[src/rtl/if_fetch_controller.sv]
// Instruction-fetch controller: owns the PC, drives the instruction memory address,
// loads IF/ID, and applies stalls, branch redirects and optional memory wait states.
module if_fetch_controller #(
    parameter logic [31:0] PC_RESET  = 32'd0,
    parameter int unsigned IMEM_WAIT = 0
) (
    input  logic        clk,
    input  logic        rst,
    input  logic        stall_i,
    input  logic        branch_taken_i,
    input  logic [31:0] branch_target_i,
    output logic [31:0] imem_addr_o,
    input  logic [31:0] imem_instr_i,
    output logic [31:0] if_id_pc_o,
    output logic [31:0] if_id_instr_o,
    output logic        if_id_valid_o,
    output logic        fetch_busy_o
);

    localparam logic [2:0] WAIT_CNT = 3'(IMEM_WAIT);

    localparam logic [0:0] ST_WAIT  = 1'b0;
    localparam logic [0:0] ST_READY = 1'b1;

    logic [31:0] pc_q, pc_d;
    logic [2:0]  cnt_q, cnt_d;
    logic [31:0] id_pc_q, id_pc_d;
    logic [31:0] id_instr_q, id_instr_d;
    logic        id_valid_q, id_valid_d;

    logic [0:0]  state;
    logic [31:0] pc_plus4;

    // cnt saturates at WAIT_CNT, so equality alone distinguishes the two states
    assign state    = (cnt_q == WAIT_CNT) ? ST_READY : ST_WAIT;
    assign pc_plus4 = pc_q + 32'd4;

    always_comb begin
        pc_d       = pc_q;
        cnt_d      = cnt_q;
        id_pc_d    = id_pc_q;
        id_instr_d = id_instr_q;
        id_valid_d = id_valid_q;

        if (branch_taken_i) begin
            pc_d       = branch_target_i & ~32'd3;
            cnt_d      = '0;
            id_pc_d    = '0;
            id_instr_d = '0;
            id_valid_d = 1'b0;
        end else if (stall_i) begin
            // IF/ID and PC freeze, but the memory access keeps progressing
            if (state == ST_WAIT) begin
                cnt_d = cnt_q + 3'd1;
            end
        end else if (state == ST_READY) begin
            pc_d       = pc_plus4;
            cnt_d      = '0;
            id_pc_d    = pc_plus4;
            id_instr_d = imem_instr_i;
            id_valid_d = 1'b1;
        end else begin
            cnt_d      = cnt_q + 3'd1;
            id_instr_d = '0;
            id_valid_d = 1'b0;
        end
    end

    always_ff @(posedge clk) begin
        if (rst) begin
            pc_q       <= PC_RESET;
            cnt_q      <= '0;
            id_pc_q    <= '0;
            id_instr_q <= '0;
            id_valid_q <= 1'b0;
        end else begin
            pc_q       <= pc_d;
            cnt_q      <= cnt_d;
            id_pc_q    <= id_pc_d;
            id_instr_q <= id_instr_d;
            id_valid_q <= id_valid_d;
        end
    end

    assign imem_addr_o   = pc_q;
    assign if_id_pc_o    = id_pc_q;
    assign if_id_instr_o = id_instr_q;
    assign if_id_valid_o = id_valid_q;
    assign fetch_busy_o  = (state == ST_WAIT);

endmodule

[config.mk]
export PLATFORM = sky130hd
export DESIGN_NAME = if_fetch_controller
export DESIGN_NICKNAME = d
export VERILOG_FILES = /design/src/rtl/if_fetch_controller.sv
export SDC_FILE = /design/constraint.sdc
export NUM_CORES = 1
export LEC_CHECK = 0
export CAP_MARGIN = 20
export CORE_ASPECT_RATIO = 1.75
export CORE_MARGIN = 3
export CORE_UTILIZATION = 25
export CTS_BUF_LIST = sky130_fd_sc_hd__clkbuf_8 sky130_fd_sc_hd__clkbuf_16
export DETAILED_ROUTE_END_ITERATION = 8
export PLACE_DENSITY_LB_ADDON = 0.25
export REMOVE_ABC_BUFFERS = 1
export SETUP_SLACK_MARGIN = 0.1
export SLEW_MARGIN = 20
export SYNTH_ARGS = -nofsm -noshare
export SYNTH_HDL_FRONTEND = slang
export SYNTH_SLANG_ARGS = --single-unit
[constraint.sdc]
create_clock -name clk -period 2.2 [get_ports clk]
set_clock_uncertainty 0.2 [all_clocks]
set_input_delay 0.33 -clock clk [delete_from_list [all_inputs] [get_ports clk]]
set_output_delay 0.33 -clock clk [all_outputs]
set_load 0.02 [all_outputs]
==> results.sh, run 1 <==
export IMPL_fp_dieW_um=105
export IMPL_worstPathMaxFanout=4
export IMPL_place_congestion=0.825
export IMPL_clkSlewWorstSetupHoldPaths_ns=0.07
export IMPL_hold_path_cell_count=2
export IMPL_synth_top_area_frac=0.448
export IMPL_ys_flop_type="dfxtp_1"
export IMPL_total_power_w=0.00413
export IMPL_nets=740
export IMPL_wire_per_inst_um=16.7
export IMPL_synth_seq_area_share=0.448
export IMPL_ioPinCount=166
export IMPL_hpwl_mm=11.5
export IMPL_holdPathEnd="if_id_valid_o$_SDFFE_PP0N_"
export IMPL_worst_setup_path_type="flip-flop to flip-flop"
export IMPL_maxCapViolCount=0
export IMPL_synth_edff_count=0
export IMPL_required_ns=2.22
export IMPL_async_reset_ff_frac=0
export IMPL_cts_max_path_buffers=2
export IMPL_drt_iter0_drc=209
export IMPL_vias=4238
export IMPL_wirelength_mm=15.0
export IMPL_worstHoldStart="if_id_valid_o$_SDFFE_PP0N_"
export IMPL_syn_inst=479
export IMPL_cts_tree="built"
export IMPL_post_synth_top_count_cell="dfxtp_1"
export IMPL_status="complete, no violations"
export IMPL_port_buffers=159
export IMPL_syn_area_um2=4290
export IMPL_yosysWarnings=0
export IMPL_cts_sinks=96
export IMPL_rrSetupSlack_ns=0.12
export IMPL_synth_area_leaders="dfxtp_1, a22o_1, xnor2_1, nor2_1, xor2_1"
export IMPL_nFillCells=1691
export IMPL_ys_types=44
export IMPL_hp_class="flip-flop to flip-flop"
export IMPL_worstSetupEndpointType="flip-flop"
export IMPL_worst_r2r_path_depth=7
export IMPL_fp_dieH_um=179
export IMPL_grt_pass1_vias=4339
export IMPL_drive_above_1_share=0.169
export IMPL_p_per_area_nw_per_um2=601
export IMPL_ir_drop_mv=0.285
export IMPL_min_period_over_period=0.944
export IMPL_p_leak_nw=2.55
export IMPL_clockRootBuffer="clkbuf_16"
export IMPL_cp_start_kind="flip-flop"
export IMPL_dieArea_um2=18800
export IMPL_gr_total_overflow=0
export IMPL_syn_to_final_growth_pct=60.0
export IMPL_clk_latency_ns=0.34
export IMPL_firstDrtPassIters=4
export IMPL_viasPerCell=4.72
export IMPL_ctsHtreeMaxLevel=3
export IMPL_antenna_found_initial=0
export IMPL_finalCriticalPeriod_ns=2.08
export IMPL_coreArea_um2=16600
export IMPL_hold_viol=0
export IMPL_fmax_ghz=0.481
export IMPL_start_util=0.258
export IMPL_n_antenna_cell=0
export IMPL_rsz0062_at_grt="yes"
export IMPL_synth_top_area_cell="dfxtp_1"
export IMPL_r2r_end="imem_addr_o[14]$_SDFFE_PP0P_"
export IMPL_arrival_ns=2.10
export IMPL_track_usage=0.156
export IMPL_regArea_um2=1930
export IMPL_drc=0
export IMPL_ant_nets=0
export IMPL_setup_viol=0
export IMPL_multi_input_area_um2=2270
export IMPL_grt_max_degree=34
export IMPL_critPathLaunch="cnt_q[1]$_SDFFE_PP0P_"
export IMPL_grt_first_pass_wirelength_mm=23.1
export IMPL_synth_common_cells="dfxtp_1, nor2_1, a22o_1"
export IMPL_syn_area_per_cell_um2=8.96
export IMPL_ys_ff_latch=96
export IMPL_cts_buffers=9
export IMPL_num_rows=62
export IMPL_r2r_start="cnt_q[1]$_SDFFE_PP0P_"
export IMPL_slew_violations=0
export IMPL_timing_hold_ws_ns=0.240
per-stage QoR:
stage                util  setup WS (ns)  cell area, um2  setup TNS [ns]  cells
global placement    0.389         -0.192            6450           -1.29    880
CTS                 0.408          0.104            6770               0    896
global route        0.414         0.0444            6870               0    898
finish              0.414          0.122            6870               0    898
detailed placement  0.389         -0.226            6450           -2.85    880
floorplan               -          -3.17            4110         -143.52    440
where the power goes:
group	switching, W	internal, W
combinational	0.000357	0.000384
sequential	0.0000750	0.00182
clock	0.000666	0.000825
total	0.00110	0.00303
cell families (layout without fill, tap and decap cells):
kind of cell	count (synthesis)	after routing	synth area share
buffers and inverters	49	241	0.0516
and+or+nand+nor	159	159	0.195
other	1	4	0.000874
muxes	2	2	0.00467
adders and majority gates	3	3	0.00875
AOI/OAI and AO/OA	119	119	0.189
DFF	96	96	0.448
xor gates and xnor gates	50	50	0.102
worst max-delay path by stage:
stage / end / slack [ns] / cells past startpoint
final: imem_addr_o[14]$_SDFFE_PP0P_ / 0.12 / 7
after CTS: if_id_pc_o[18]$_SDFFE_PP0P_ / 0.10 / 6
after global placement: imem_addr_o[28]$_SDFFE_PP0P_ / -0.19 / 7
after detailed placement: imem_addr_o[28]$_SDFFE_PP0P_ / -0.23 / 7
after global routing: imem_addr_o[30]$_SDFFE_PP0P_ / 0.04 / 6
after floorplan: imem_addr_o[23]$_SDFFE_PP0P_ / -3.17 / 7
cells in the final DEF (no fill, tap or decap), types with 3 or more instances in the layout:
master	netlist	final
nor3_1	9	8
buf_12	0	3
clkdlybuf4s50_1	0	153
clkbuf_16	0	9
a211oi_2	3	3
a22o_1	32	32
or3_1	4	4
conb_1	1	4
o21ai_0	25	25
o22ai_1	5	5
clkinv_2	0	3
nor4_2	2	4
buf_4	6	56
a211oi_1	17	17
dfxtp_2	0	9
and4_1	3	3
dlygate4sd2_1	0	3
inv_1	7	5
and3_1	5	5
nor2_1	50	47
nand2_1	30	30
dfxtp_1	96	87
nand4_1	20	20
xnor2_1	30	29
nand3_1	13	13
a311oi_1	4	4
xor2_1	20	20
dlymetal6s2s_1	0	3
and2_1	4	4
nor2_2	1	4
a21oi_1	31	31
registers in the layout, summed over array words and instances (netlist names):
signal         flops
cnt_q              3
if_id_instr_o     32
if_id_pc_o        30
if_id_valid_o      1
imem_addr_o       30
layer usage:
layer,GRT usage,up-vias,wire (um)
met3,0.0396,18,1010
met4,0.0564,0,268
li1,-,2087,-
met1,0.168,1957,5800
met2,0.293,176,7870
met5,0,-,0
final cells by class:
type,instances,share of cell area
multi-input combinational,337,0.330
inverter,7,0.00383
clock inverter,5,0.00456
tap,224,0.0408
clock buffer,11,0.0368
timing repair buffer,218,0.302
sequential,96,0.282
critical path, cell delays in order (launching register included):
cell and delay, ns:
dfxtp_2 0.32, inv_2 0.06, ha_4 0.13, or3b_4 0.40
or3_4 0.43, nor3_4 0.20, xnor2_2 0.14, a211oi_2 0.08
what timing repair did:
action                                  CTS  global route
setup buffers                             0             2
endpoints found under the setup margin   12            24
hold buffers                              0             0
pin swaps                                 4            14
resized for setup                        12            22
No activity file was read; power rests on OpenSTA's default activity.
==> inputs of run 2 (changes only) <==
HOLD_SLACK_MARGIN = 0.1   (was default)
REMOVE_ABC_BUFFERS = default   (was 1)
==> results.sh, run 2 (synthesis results as in run 1) <==
export IMPL_place_congestion=0.849
export IMPL_crit_chain="buf_4 > clkdlybuf4s50_1"
export IMPL_cts_max_path_buffers=2
export IMPL_slew_violations=0
export IMPL_coreArea_um2=16600
export IMPL_ant_nets=0
export IMPL_cts_sinks=96
export IMPL_arrival_ns=1.53
export IMPL_status="complete, no violations"
export IMPL_fp_dieH_um=179
export IMPL_firstDrtPassIters=4
export IMPL_num_rows=62
export IMPL_nets=737
export IMPL_clockRootBuffer="clkbuf_16"
export IMPL_antenna_found_initial=0
export IMPL_port_buffers=159
export IMPL_track_usage=0.152
export IMPL_fp_dieW_um=105
export IMPL_gr_total_overflow=0
export IMPL_cp_top_family="buffers and inverters"
export IMPL_final_common_cell="clkdlybuf4s50_1"
export IMPL_hpwl_mm=11.1
export IMPL_fmax_ghz=0.485
export IMPL_finalCriticalPeriod_ns=2.06
export IMPL_cp_start_kind="flip-flop"
export IMPL_clkSlewWorstSetupHoldPaths_ns=0.07
export IMPL_drt_iter0_drc=243
export IMPL_tns_ns=0
export IMPL_hp_class="flip-flop to flip-flop"
export IMPL_cpMaxStageDelayCell="clkdlybuf4s50_1"
export IMPL_worst_setup_path_type="flip-flop to output port"
export IMPL_worstPathMaxFanout=5
export IMPL_ioPinCount=166
export IMPL_grt_first_pass_wirelength_mm=22.7
export IMPL_p_per_area_nw_per_um2=608
export IMPL_cts_tree="built"
export IMPL_p_leak_nw=2.60
export IMPL_largest_reg_flops=32
export IMPL_drc=0
export IMPL_start_util=0.258
export IMPL_clk_latency_ns=0.34
export IMPL_wire_per_inst_um=16.4
export IMPL_hold_viol=0
export IMPL_drive_above_1_share=0.161
export IMPL_cts_buffers=9
export IMPL_min_period_over_period=0.938
export IMPL_setup_viol=0
export IMPL_vias=4183
export IMPL_wirelength_mm=14.7
export IMPL_rsz0062_at_grt="yes"
export IMPL_postCtsHoldBufs=0
export IMPL_grt_max_degree=34
export IMPL_grt_pass1_vias=4299
export IMPL_maxCapViolCount=0
export IMPL_path_buf_inv=2
export IMPL_syn_to_final_growth_pct=60.8
export IMPL_dieArea_um2=18800
export IMPL_required_ns=1.67
export IMPL_viasPerCell=4.67
export IMPL_ctsHtreeMaxLevel=3
export IMPL_layout_common_cells="clkdlybuf4s50_1, dfxtp_1, nor2_1, buf_4, a22o_1"
export IMPL_n_antenna_cell=0
export IMPL_slowest_delay_ns=0.61
export IMPL_worstSetupEndpointType="output port"
export IMPL_ir_drop_mv=0.325
export IMPL_total_power_w=0.00419
run 2: changes by cell type in the layout (fill, tap and decap cells not counted), sizes merged, moves of 2 or more:
cell         before  now
buf              59   56
clkbuf           11    9
clkinv            4    2
dlygate4sd2       3    1
inv               7    9
run 2: path summary, 6_finish.rpt:
check | endpoint | slack, ns | from | depth (start not counted)
worst max-delay path | imem_addr_o[14] | 0.14 | imem_addr_o[14]$_SDFFE_PP0P_ | 2
worst min-delay path | if_id_valid_o$_SDFFE_PP0N_ | 0.24 | if_id_valid_o$_SDFFE_PP0N_ | 2
worst max register to register | imem_addr_o[14]$_SDFFE_PP0P_ | 0.15 | cnt_q[1]$_SDFFE_PP0P_ | 7
worst min register to register | if_id_valid_o$_SDFFE_PP0N_ | 0.24 | if_id_valid_o$_SDFFE_PP0N_ | 2
run 2: cell type report:
class	count	area [um2]
sequential	96	1940
clock inverter	7	71.3
tap	224	280
multi-input combinational	337	2290
fill	1673	9700
inverter	7	26.3
timing repair buffer	215	2070
clock buffer	9	225
run 2: what timing repair did:
| item | in CTS | in global routing |
|---|---|---|
| buffers inserted | 3 | 5 |
| setup endpoints to repair | 15 | 35 |
| cloned | 0 | 1 |
| pin swaps | 5 | 9 |
| resized for setup | 12 | 25 |
run 2: report_power, final:
| group | switching, W | internal [W] |
|---|---|---|
| clock network | 0.000685 | 0.000881 |
| registers | 0.0000713 | 0.00182 |
| logic | 0.000356 | 0.000382 |
| total | 0.00111 | 0.00308 |
run 2: stage by stage:
stage               cell area, um2  hold slack (ns)  utilization  worst slack (ns)  instances
global placement              6400            0.246        0.386            -0.258        870
detailed placement            6400            0.237        0.386            -0.279        870
CTS                           6770            0.247        0.408            0.0969        889
floorplan                     4330            0.263            -             0.100        482
finish                        6900            0.242        0.416             0.137        895
global route                  6900            0.294        0.416            0.0409        895
run 2: layer usage:
metal,routed length [um],vias to the layer above,track usage,share of wire
met1,5830,1957,0.171,0.40
met5,0,-,0,0
met4,271,0,0.0569,0.018
met2,7920,139,0.285,0.54
li1,-,2071,-,-
met3,658,16,0.0270,0.045
run 2: worst reg2reg max path, cell delays in order (launching register included):
cell	delay, ns
dfxtp_2	0.32
inv_2	0.07
ha_4	0.14
or3b_4	0.43
or3_4	0.41
nor3_4	0.12
xnor2_1	0.09
a211oi_2	0.20
==> inputs of run 3 (changes only) <==
SETUP_SLACK_MARGIN = default   (was 0.1)
==> results.sh, run 3 (synthesis results as in run 1) <==
export IMPL_status="complete, no violations"
export IMPL_grt_max_degree=34
export IMPL_place_congestion=0.823
export IMPL_grt_pass1_vias=4323
export IMPL_slew_violations=0
export IMPL_fmax_ghz=0.472
export IMPL_drt_iter0_drc=158
export IMPL_antenna_found_initial=0
export IMPL_p_sw_w=0.00112
export IMPL_wirelength_mm=14.5
export IMPL_hp_class="flip-flop to flip-flop"
export IMPL_syn_to_final_growth_pct=58.4
export IMPL_port_buffers=159
export IMPL_start_util=0.258
export IMPL_n_antenna_cell=0
export IMPL_fp_dieW_um=105
export IMPL_min_period_over_period=0.964
export IMPL_holdPathEnd="if_id_valid_o$_SDFFE_PP0N_"
export IMPL_fp_dieH_um=179
export IMPL_r2r_start="cnt_q[1]$_SDFFE_PP0P_"
export IMPL_cpMaxStageDelayCell="or3b_4"
export IMPL_track_usage=0.154
export IMPL_drive_above_1_share=0.147
export IMPL_hold_path_cell_count=2
export IMPL_vias=4183
export IMPL_p_leak_nw=2.50
export IMPL_path_buf_inv=2
export IMPL_cts_max_path_buffers=2
export IMPL_cts_buffers=9
export IMPL_cts_sinks=96
export IMPL_cp_start_kind="flip-flop"
export IMPL_swShare=0.266
export IMPL_place_ws_ns=-0.272
export IMPL_arrival_ns=2.16
export IMPL_ir_drop_mv=0.309
export IMPL_worstPathMaxFanout=9
export IMPL_path_depth=6
export IMPL_worstHoldStart="if_id_valid_o$_SDFFE_PP0N_"
export IMPL_ant_nets=0
export IMPL_largest_reg_flops=32
export IMPL_coreArea_um2=16600
export IMPL_total_power_w=0.00421
export IMPL_firstDrtPassIters=4
export IMPL_nets=734
export IMPL_num_rows=62
export IMPL_seqPwrFrac=0.449
export IMPL_worstSetupEndpointType="flip-flop"
export IMPL_ioPinCount=166
export IMPL_design_area_um2=6800
export IMPL_p_int_w=0.00309
export IMPL_setup_viol=0
export IMPL_ctsHtreeMaxLevel=3
export IMPL_clockRootBuffer="clkbuf_16"
export IMPL_clk_latency_ns=0.34
export IMPL_r2r_end="imem_addr_o[27]$_SDFFE_PP0P_"
export IMPL_wire_per_inst_um=16.3
export IMPL_clkSlewWorstSetupHoldPaths_ns=0.07
export IMPL_setup_ws_ns=0.0797
export IMPL_cts_tree="built"
export IMPL_worst_r2r_path_depth=6
export IMPL_dieArea_um2=18800
export IMPL_rsz0062_at_grt="yes"
export IMPL_hpwl_mm=11.5
export IMPL_drc=0
export IMPL_required_ns=2.24
export IMPL_layout_common_cells="clkdlybuf4s50_1, dfxtp_1, buf_4, nor2_1, a22o_1"
export IMPL_rrSetupSlack_ns=0.08
export IMPL_crit_chain="inv_1 > ha_2 > or3b_4 > buf_4 > or3_1 > a311oi_1"
export IMPL_p_per_area_nw_per_um2=619
export IMPL_grt_first_pass_wirelength_mm=22.9
export IMPL_maxCapViolCount=0
export IMPL_gr_total_overflow=0
export IMPL_finalCriticalPeriod_ns=2.12
export IMPL_slowest_delay_ns=0.43
export IMPL_final_common_cell="clkdlybuf4s50_1"
export IMPL_p_clk_frac=0.378
export IMPL_comb_power_share=0.173
export IMPL_worst_setup_path_type="flip-flop to flip-flop"
export IMPL_place_area_um2=6420
export IMPL_postCtsHoldBufs=0
export IMPL_hold_viol=0
export IMPL_viasPerCell=4.69
export IMPL_cp_top_family="simple AND/OR/NAND/NOR gates"
run 3: cell count changes in the layout (fill, tap and decap cells not counted), moves of 2 or more:
| cell | delta |
|---|---|
| inv_1 | +2 |
| dlymetal6s2s_1 | -4 |
| nor3_1 | +2 |
| dfxtp_4 | -2 |
| ha_4 | -2 |
| buf_4 | +2 |
| clkinvlp_4 | -2 |
| clkdlybuf4s50_1 | +4 |
| buf_6 | -4 |
| inv_6 | +3 |
| dfxtp_1 | +3 |
| ha_2 | +2 |
| inv_2 | -2 |
run 3: through the flow:
step	cells	setup TNS, ns	hold WS [ns]	utilization
after detailed placement	875	-4.96	0.241	0.386
final	892	0	0.246	0.409
after floorplan	482	0	0.263	-
after global routing	892	-0.0198	0.289	0.409
after global placement	875	-5.00	0.236	0.386
after CTS	891	0	0.252	0.405
run 3: timing repair:
item | 4_1_cts | 5_1_grt
pin swaps | 0 | 4
setup buffers | 0 | 1
resized for setup | 3 | 13
endpoints found under the setup margin | 5 | 7
gates cloned | 0 | 0
run 3: per-layer routing:
layer	GRT usage	routed length, um
met5	0	0
met4	0.0635	213
met3	0.0335	760
met2	0.288	7840
met1	0.166	5740
run 3: how the worst max path moves through the flow:
stage,from,to,slack [ns]
5_1_grt,cnt_q[1]$_SDFFE_PP0P_,imem_addr_o[23]$_SDFFE_PP0P_,-0.02
3_5_place_dp,stall_i,imem_addr_o[14]$_SDFFE_PP0P_,-0.27
6_report,cnt_q[1]$_SDFFE_PP0P_,imem_addr_o[27]$_SDFFE_PP0P_,0.08
2_1_floorplan,imem_addr_o[2]$_SDFFE_PP0P_,if_id_pc_o[18]$_SDFFE_PP0P_,0.04
4_1_cts,cnt_q[1]$_SDFFE_PP0P_,imem_addr_o[14]$_SDFFE_PP0P_,0.01
3_3_place_gp,stall_i,imem_addr_o[28]$_SDFFE_PP0P_,-0.28
run 3: power by group through the flow:
stage               Combinational [W]  Sequential, W  Clock (W)
finish                       0.000727        0.00189    0.00159
global route                 0.000781        0.00190    0.00170
CTS                          0.000730        0.00189    0.00166
detailed placement           0.000724        0.00193          0
global placement             0.000720        0.00193          0
floorplan                    0.000233        0.00202          0
run 3: cell type report:
type	count	area [um2]
clock buffer	9	225
clock inverter	7	77.6
sequential	96	1930
timing repair buffer	212	2030
inverter	7	26.3
multi-input combinational	337	2240
tap	224	280
fill	1717	9800
run 3: worst min-delay path: cells and delay by family (launching register included):
kind             cells  cell delay (ns)
DFF                  1             0.31
and+or+nand+nor      2             0.09
